[src/rtl/pipe_ctrl_pkg.sv]
// pipe_ctrl_pkg: shared state encoding and constants for the pipeline hazard controller
package pipe_ctrl_pkg;
  typedef enum logic {RUN = 1'b0, MDU_WAIT = 1'b1} state_e;
  localparam int unsigned REG_ZERO = 0;
endpackage

[src/rtl/haz_lu_detect.sv]
// haz_lu_detect: combinational load-use hazard comparator; index 0 never hits
module haz_lu_detect
  import pipe_ctrl_pkg::*;
#(
  parameter int REG_W = 5
) (
  input  logic             ex_memread_i,
  input  logic [REG_W-1:0] ex_rt_i,
  input  logic [REG_W-1:0] id_rs_i,
  input  logic [REG_W-1:0] id_rt_i,
  input  logic             id_uses_rt_i,
  output logic             hit_o
);
  assign hit_o = ex_memread_i && (ex_rt_i != REG_W'(REG_ZERO)) &&
                 ((ex_rt_i == id_rs_i) || (id_uses_rt_i && (ex_rt_i == id_rt_i)));
endmodule

[src/rtl/pipe_hazard_ctrl.sv]
// pipe_hazard_ctrl: load-use stall, taken-branch flush and MDU hold control for the 5-stage pipeline.
// PIPE_HAZ_PERF_EN adds stall/flush performance counters; otherwise both counter outputs are tied to 0.
module pipe_hazard_ctrl
  import pipe_ctrl_pkg::*;
#(
  parameter int REG_W   = 5,
  parameter int MDU_LAT = 4,
  parameter int CNT_W   = 32
) (
  input  logic             clk_i,
  input  logic             rst_i,
  input  logic [REG_W-1:0] id_rs_i,
  input  logic [REG_W-1:0] id_rt_i,
  input  logic             id_uses_rt_i,
  input  logic             id_mdu_i,
  input  logic             ex_memread_i,
  input  logic [REG_W-1:0] ex_rt_i,
  input  logic             mem_branch_taken_i,
  output logic             pc_write_o,
  output logic             ifid_write_o,
  output logic             ifid_flush_o,
  output logic             idex_write_o,
  output logic             idex_bubble_sel_o,
  output logic             exmem_bubble_sel_o,
  output logic             mdu_busy_o,
  output logic [CNT_W-1:0] stall_cnt_o,
  output logic [CNT_W-1:0] flush_cnt_o
);
  localparam int CW = $clog2(MDU_LAT + 1);
  state_e state_q, state_d;
  logic [CW-1:0] mdu_cnt_q, mdu_cnt_d;
  logic lu_hit, in_wait;
  haz_lu_detect #(.REG_W(REG_W)) u_lu (
    .ex_memread_i (ex_memread_i),
    .ex_rt_i      (ex_rt_i),
    .id_rs_i      (id_rs_i),
    .id_rt_i      (id_rt_i),
    .id_uses_rt_i (id_uses_rt_i),
    .hit_o        (lu_hit)
  );
  assign in_wait = (state_q == MDU_WAIT);
  always_ff @(posedge clk_i) begin
    if (rst_i) begin
      state_q   <= RUN;
      mdu_cnt_q <= '0;
    end else begin
      state_q   <= state_d;
      mdu_cnt_q <= mdu_cnt_d;
    end
  end
  // Outputs are forced to RUN defaults while reset is asserted.
  always_comb begin
    state_d            = state_q;
    mdu_cnt_d          = mdu_cnt_q;
    pc_write_o         = 1'b1;
    ifid_write_o       = 1'b1;
    ifid_flush_o       = 1'b0;
    idex_write_o       = 1'b1;
    idex_bubble_sel_o  = 1'b0;
    exmem_bubble_sel_o = 1'b0;
    mdu_busy_o         = in_wait && !rst_i;
    if (!rst_i) begin
      if (mem_branch_taken_i) begin
        ifid_flush_o       = 1'b1;
        idex_bubble_sel_o  = 1'b1;
        exmem_bubble_sel_o = 1'b1;
        state_d            = RUN;
        mdu_cnt_d          = '0;
      end else if (in_wait) begin
        pc_write_o         = 1'b0;
        ifid_write_o       = 1'b0;
        idex_write_o       = 1'b0;
        exmem_bubble_sel_o = 1'b1;
        mdu_cnt_d          = mdu_cnt_q - 1'b1;
        state_d            = (mdu_cnt_q == CW'(1)) ? RUN : MDU_WAIT;
      end else if (lu_hit) begin
        pc_write_o        = 1'b0;
        ifid_write_o      = 1'b0;
        idex_bubble_sel_o = 1'b1;
      end else if (id_mdu_i && MDU_LAT > 1) begin
        state_d   = MDU_WAIT;
        mdu_cnt_d = CW'(MDU_LAT - 1);
      end
    end
  end
`ifdef PIPE_HAZ_PERF_EN
  logic [CNT_W-1:0] stall_cnt_q, flush_cnt_q;
  always_ff @(posedge clk_i) begin
    if (rst_i) begin
      stall_cnt_q <= '0;
      flush_cnt_q <= '0;
    end else begin
      stall_cnt_q <= stall_cnt_q + CNT_W'(!pc_write_o);
      flush_cnt_q <= flush_cnt_q + CNT_W'(mem_branch_taken_i);
    end
  end
  assign stall_cnt_o = stall_cnt_q;
  assign flush_cnt_o = flush_cnt_q;
`else
  assign stall_cnt_o = '0;
  assign flush_cnt_o = '0;
`endif
endmodule

[config.mk]
export PLATFORM = sky130hd
export DESIGN_NAME = pipe_hazard_ctrl
export DESIGN_NICKNAME = d
export VERILOG_FILES = /design/src/rtl/pipe_ctrl_pkg.sv /design/src/rtl/haz_lu_detect.sv /design/src/rtl/pipe_hazard_ctrl.sv
export SDC_FILE = /design/constraint.sdc
export NUM_CORES = 1
export LEC_CHECK = 0
export ABC_CLOCK_PERIOD_IN_PS = 2150
export BUFFER_PORTS_ARGS = -buffer_cell sky130_fd_sc_hd__clkbuf_2
export CAP_MARGIN = 25
export CORE_ASPECT_RATIO = 0.6
export CORE_UTILIZATION = 35
export CTS_CLUSTER_DIAMETER = 120
export DETAILED_ROUTE_END_ITERATION = 16
export PLACE_DENSITY = 0.89
export SKIP_LAST_GASP = 1
export SYNTH_ARGS = -nofsm -noshare
export SYNTH_HDL_FRONTEND = slang
export SYNTH_SLANG_ARGS = --single-unit
[constraint.sdc]
create_clock -name clk_i -period 2.15 [get_ports clk_i]
set_clock_uncertainty 0.1 [all_clocks]
set_input_delay 0.3225 -clock clk_i [delete_from_list [all_inputs] [get_ports clk_i]]
set_output_delay 0.3225 -clock clk_i [all_outputs]
set_load 0.01 [all_outputs]
# Yosys cells after proc, flatten, opt, wreduce, memory -nomap -nowiden
# Cells that the tools add are included.
dict set report classes {
  n_addsub 1
  n_eq_ne 4
  mux 23
  n_reduce_logical 10
}
# cell n
set op_table {}
lappend op_table {{1-bit two-way mux} 20}
lappend op_table {{5-bit equality test} 2}
lappend op_table {{3-bit two-way mux} 3}
lappend op_table {{5-bit nonzero test} 1}
lappend op_table {{1-bit logical AND} 4}
lappend op_table {{3-bit by 1-bit equality test with 1-bit output (second input constant)} 1}
lappend op_table {{3-bit by 1-bit subtractor with 3-bit output (second input constant)} 1}
lappend op_table {{2-bit inequality test (second input constant)} 1}
lappend op_table {{2-bit AND reduction} 1}
lappend op_table {{2-bit nonzero test} 1}
lappend op_table {{2-bit OR reduction} 1}
lappend op_table {{1-bit zero test} 1}
lappend op_table {{1-bit logical OR} 1}
dict set report word_totals {
  register_bits 4
}

# Depth between registers and ports, before layout
dict set report depth {
  ltp_word 8
  mapped_depth 6
  mapped_depth_nobuf 6
}

# By module
# A second synthesis with hierarchy kept.
dict set report hier_totals {
  hier_cells 114
  area_unflattened_um2 873.3
}
# mod cells_each seq_area_each_um2 instances area_each_um2
set modules_own_cells {}
lappend modules_own_cells {pipe_hazard_ctrl 97 80.1 1 740.7}
lappend modules_own_cells {haz_lu_detect 17 0.0 1 132.6}

# Least setup slack after synthesis
# Ideal clock, no wire load.
dict set report synth_timing {
  kind {input-to-output}
  from {input ex_rt_i[1]}
  to {output pc_write_o}
  arrival_ps 1374
  n_path_buf 1
  t_required_ps 1727
  setup_slack_ps 354
  path_stages 5
  path_cell_list {or4_1 > o21ai_2 > o21ai_0 > nand2_1 > buf_4}
}
dict set report synth_between {
  elab_chain_cells 8
}
# item line
set synth_lines {}
lappend synth_lines {{start: declaration} pipe_hazard_ctrl.sv:17} ;# input logic [REG_W-1:0] ex_rt_i,
lappend synth_lines {{5-bit equality test} haz_lu_detect.sv:15} ;# ((ex_rt_i == id_rs_i) || (id_uses_rt_i && (ex_rt_i == id_rt_i)));
lappend synth_lines {{1-bit logical AND} haz_lu_detect.sv:15}
lappend synth_lines {{1-bit logical OR} haz_lu_detect.sv:15}
lappend synth_lines {{1-bit logical AND (*)} haz_lu_detect.sv:14} ;# assign hit_o = ex_memread_i && (ex_rt_i != REG_W'(REG_ZERO)) &&
lappend synth_lines {{1-bit two-way mux (*) (4 in a row)} -}
lappend synth_lines {{end: declaration} pipe_hazard_ctrl.sv:19} ;# output logic pc_write_o,
# Mark *: on every way between the ends. The rest lies on a longest branch, timed or not.

# Final worst setup path
dict set report layout_timing {
  from {input ex_rt_i[4]}
  to {output idex_bubble_sel_o}
}
dict set report layout_between {
  elab_chain_cells 8
}
# item line
set layout_lines {}
lappend layout_lines {{5-bit equality test} haz_lu_detect.sv:15}
lappend layout_lines {{1-bit logical AND} haz_lu_detect.sv:15}
lappend layout_lines {{1-bit logical OR} haz_lu_detect.sv:15}
lappend layout_lines {{1-bit logical AND (*)} haz_lu_detect.sv:14}
lappend layout_lines {{1-bit two-way mux (*)} pipe_hazard_ctrl.sv:76} ;# end else if (lu_hit) begin
lappend layout_lines {{1-bit two-way mux (*)} pipe_hazard_ctrl.sv:69} ;# end else if (in_wait) begin
lappend layout_lines {{1-bit two-way mux (*)} pipe_hazard_ctrl.sv:63} ;# if (mem_branch_taken_i) begin
lappend layout_lines {{1-bit two-way mux (*)} pipe_hazard_ctrl.sv:62} ;# if (!rst_i) begin
lappend layout_lines {{end: declaration} pipe_hazard_ctrl.sv:23} ;# output logic idex_bubble_sel_o,
# Marked as above.

==> results.sh <==
export IMPL_status="finished, final reports clean"
export IMPL_grt_pass1_wl_um=2042
export IMPL_synth_compound_area_share_pct=8.571
export IMPL_final_setup_tns_ns=0
export IMPL_gp_congestion=0.7214
export IMPL_worst_path_max_delay_cell="nor4_2"
export IMPL_setup_viol=0
export IMPL_multi_input_area_sq_um=535.5
export IMPL_grtUsageTotal_pct=10.86
export IMPL_yosysSeqAreaShare_pct=9.143
export IMPL_hp_class="input port to register"
export IMPL_hold_buffers=0
export IMPL_cp_required_ns=1.73
export IMPL_max_stage_delay_ns=0.32
export IMPL_synth_simple_gate_area_share_pct=11.57
export IMPL_die_x_um=66.58
export IMPL_leakage_nw=0.4814
export IMPL_post_cts_buffers=0
export IMPL_drive_gt1_share_pct=24.83
export IMPL_slew_violations=0
export IMPL_muxShareOfSynthArea_pct=0
export IMPL_core_area_sq_um=2261
export IMPL_yosysUniqueCellTypes=24
export IMPL_critPathKind="input port to output port"
export IMPL_cts_tree="yes"
export IMPL_start_util_pct=38.74
export IMPL_wl_per_cell_um=8.697
export IMPL_fin_crit_ns=2.094
export IMPL_area_delta_synth_final_pct=-4.000
export IMPL_die_h_um=40.75
export IMPL_ios=92
export IMPL_cts_buffers=3
export IMPL_drt_pass1_iter_count=4
export IMPL_r2r_start="in_wait"
export IMPL_crit_path_cell_trace="clkbuf_2 > xor2_1 > nor4_2 > a32oi_1 > nor4_1 > or2_2 > clkbuf_2"
export IMPL_ant_nets=0
export IMPL_dp_cells=172
export IMPL_io_buffer_count=27
export IMPL_hp_start="mem_branch_taken_i"
export IMPL_synth_top_family_by_area="buffers and inverters"
export IMPL_n_fill_cell=247
export IMPL_maxCapViolCount=0
export IMPL_p_per_area_nw_per_um2=446.1
export IMPL_hold_viol_final=0
export IMPL_grt_pass1_vias=444
export IMPL_rsz0062_at_grt="no"
export IMPL_cts_path_max_buffers=2
export IMPL_cp_common_cell="clkbuf_2"
export IMPL_stdcell_count=175
export IMPL_numClockSinks=4
export IMPL_regArea_sq_um=80.08
export IMPL_path_buf_inv=2
export IMPL_postLayoutCoreUtil_pct=37.19
export IMPL_crit_fanout=4
export IMPL_grt_antenna_before_repair=0
export IMPL_crit_family="simple AND/OR/NAND/NOR gates"
export IMPL_cp_data_arrival_time_ns=1.67
export IMPL_overflow=0
export IMPL_dp_hpwl_um=1265
export IMPL_peakVddDrop_uv=160.7
export IMPL_viasPerCell=3.549
export IMPL_r2r_slack_ns=0.86
export IMPL_final_net_count=170
export IMPL_worst_hold_slack_ns=0.2926
export IMPL_antenna_cells=0
export IMPL_root_buffer="clkbuf_8"
export IMPL_rows=13
export IMPL_fin_crit_sh_pct=97.40
export IMPL_clk_latency_ns=0.22
export IMPL_syn_cell_area_sq_um=875.8
export IMPL_synth_xor_area_share_pct=10.00
export IMPL_path_clk_slew_ns=0.04
export IMPL_ys_ff_latch=4
export IMPL_critPathCaptureType="output port"
export IMPL_synthAdderAreaFrac_pct=2.857
export IMPL_p_total_mw=0.3751
export IMPL_drc=0
export IMPL_synth_cells=118
export IMPL_die_area_sq_um=2713
export IMPL_ys_warn_count=0
export IMPL_critical_path_startpoint_type="input port"
export IMPL_synth_area_per_cell_sq_um=7.422
export IMPL_grt_max_degree=9
export IMPL_htree_levels=1
export IMPL_first_iter_violations=18
export IMPL_num_vias=621
export IMPL_clock_fmax_ghz=0.4775
export IMPL_wl_um=1522
export IMPL_cts_resized_gates=0
export IMPL_cp_startpoint="ex_rt_i[4]"
final timing paths:
| path | to | depth (start not counted) |
|---|---|---|
| hold / removal | mdu_cnt_q[1] | 3 |
| hold reg to reg | mdu_cnt_q[0] | 2 |
| setup reg to reg | mdu_cnt_q[2] | 4 |
| setup / recovery | idex_bubble_sel_o | 7 |
flip-flops by register name, indices dropped and copies added (netlist names):
signal and count:
mdu_cnt_q 3, in_wait 1
worst reg2reg max path, cell delays in order, from the launching register on:
cell and delay (ns):
dfxtp_1 0.38, inv_1 0.19, nand2_1 0.09, or3_1 0.31, a21oi_1 0.14
cell usage after synthesis, drive strengths merged:
library cell / count / share of area [%]
nor2: 6 / 2.6
nand2: 6 / 2.6
o21ai: 5 / 3.3
ha: 2 / 2.9
a32oi: 1 / 1.0
nor2b: 1 / 0.71
inv: 3 / 1.3
conb: 1 / 0.43
nor3: 1 / 0.57
a21oi: 2 / 1.1
nor4: 2 / 1.4
a31oi: 1 / 0.71
buf: 65 / 56
or2: 3 / 2.1
or3: 1 / 0.71
xor2: 9 / 9.0
or4: 1 / 0.86
o22ai: 1 / 0.71
dfxtp: 4 / 9.1
xnor2: 1 / 1.0
a221oi: 1 / 1.7
clkbuf: 1 / 0.43
layer usage:
metal	track usage, %	vias up	share of wire (%)
li1	-	302	-
met1	13.41	274	41
met2	16.92	41	48
met3	3.611	4	9.3
met4	6.383	0	2.4
met5	0	-	0
area by class of cell:
type | count | share of cell area, %
Inverter | 3 | 1.339
Timing Repair Buffer | 27 | 16.07
Sequential cell | 4 | 9.524
Multi-Input combinational cell | 108 | 63.69
Tap cell | 30 | 4.464
Clock buffer | 3 | 4.911
kinds of logic after synthesis:
family / Yosys count
xor gates and xnor gates: 10
DFF: 4
buffers and inverters: 69
adders and majority gates: 2
AOI/OAI and AO/OA: 11
and+or+nand+nor: 21
other: 1
power by group:
| group | switching [mW] | internal, mW | leakage (nW) | total, mW |
|---|---|---|---|---|
| Clock | 0.0426 | 0.120 | 0.0216 | 0.162 |
| Sequential | 0.00377 | 0.0784 | 0.0328 | 0.0821 |
| Combinational | 0.0936 | 0.0371 | 0.427 | 0.131 |
placed cells by master (no fill, tap or decap), types with 2 or more instances in the layout:
cell type / n
a21oi_1: 2
dfxtp_1: 4
or2_2: 3
clkbuf_2: 27
xor2_1: 9
clkbuf_8: 3
ha_1: 2
nand2_1: 6
o21ai_0: 2
nor2_1: 6
inv_1: 3
conb_1: 64
o21ai_1: 2
per-stage QoR:
step                setup slack [ns]  instance area (sq um)
finish                       0.05592                  840.8
global route                0.002374                  840.8
global placement             0.09760                  793.3
floorplan                     0.3537                   1112
detailed placement           0.08401                  793.3
CTS                          0.07829                  834.6
Power figures use the tool's default switching activity.
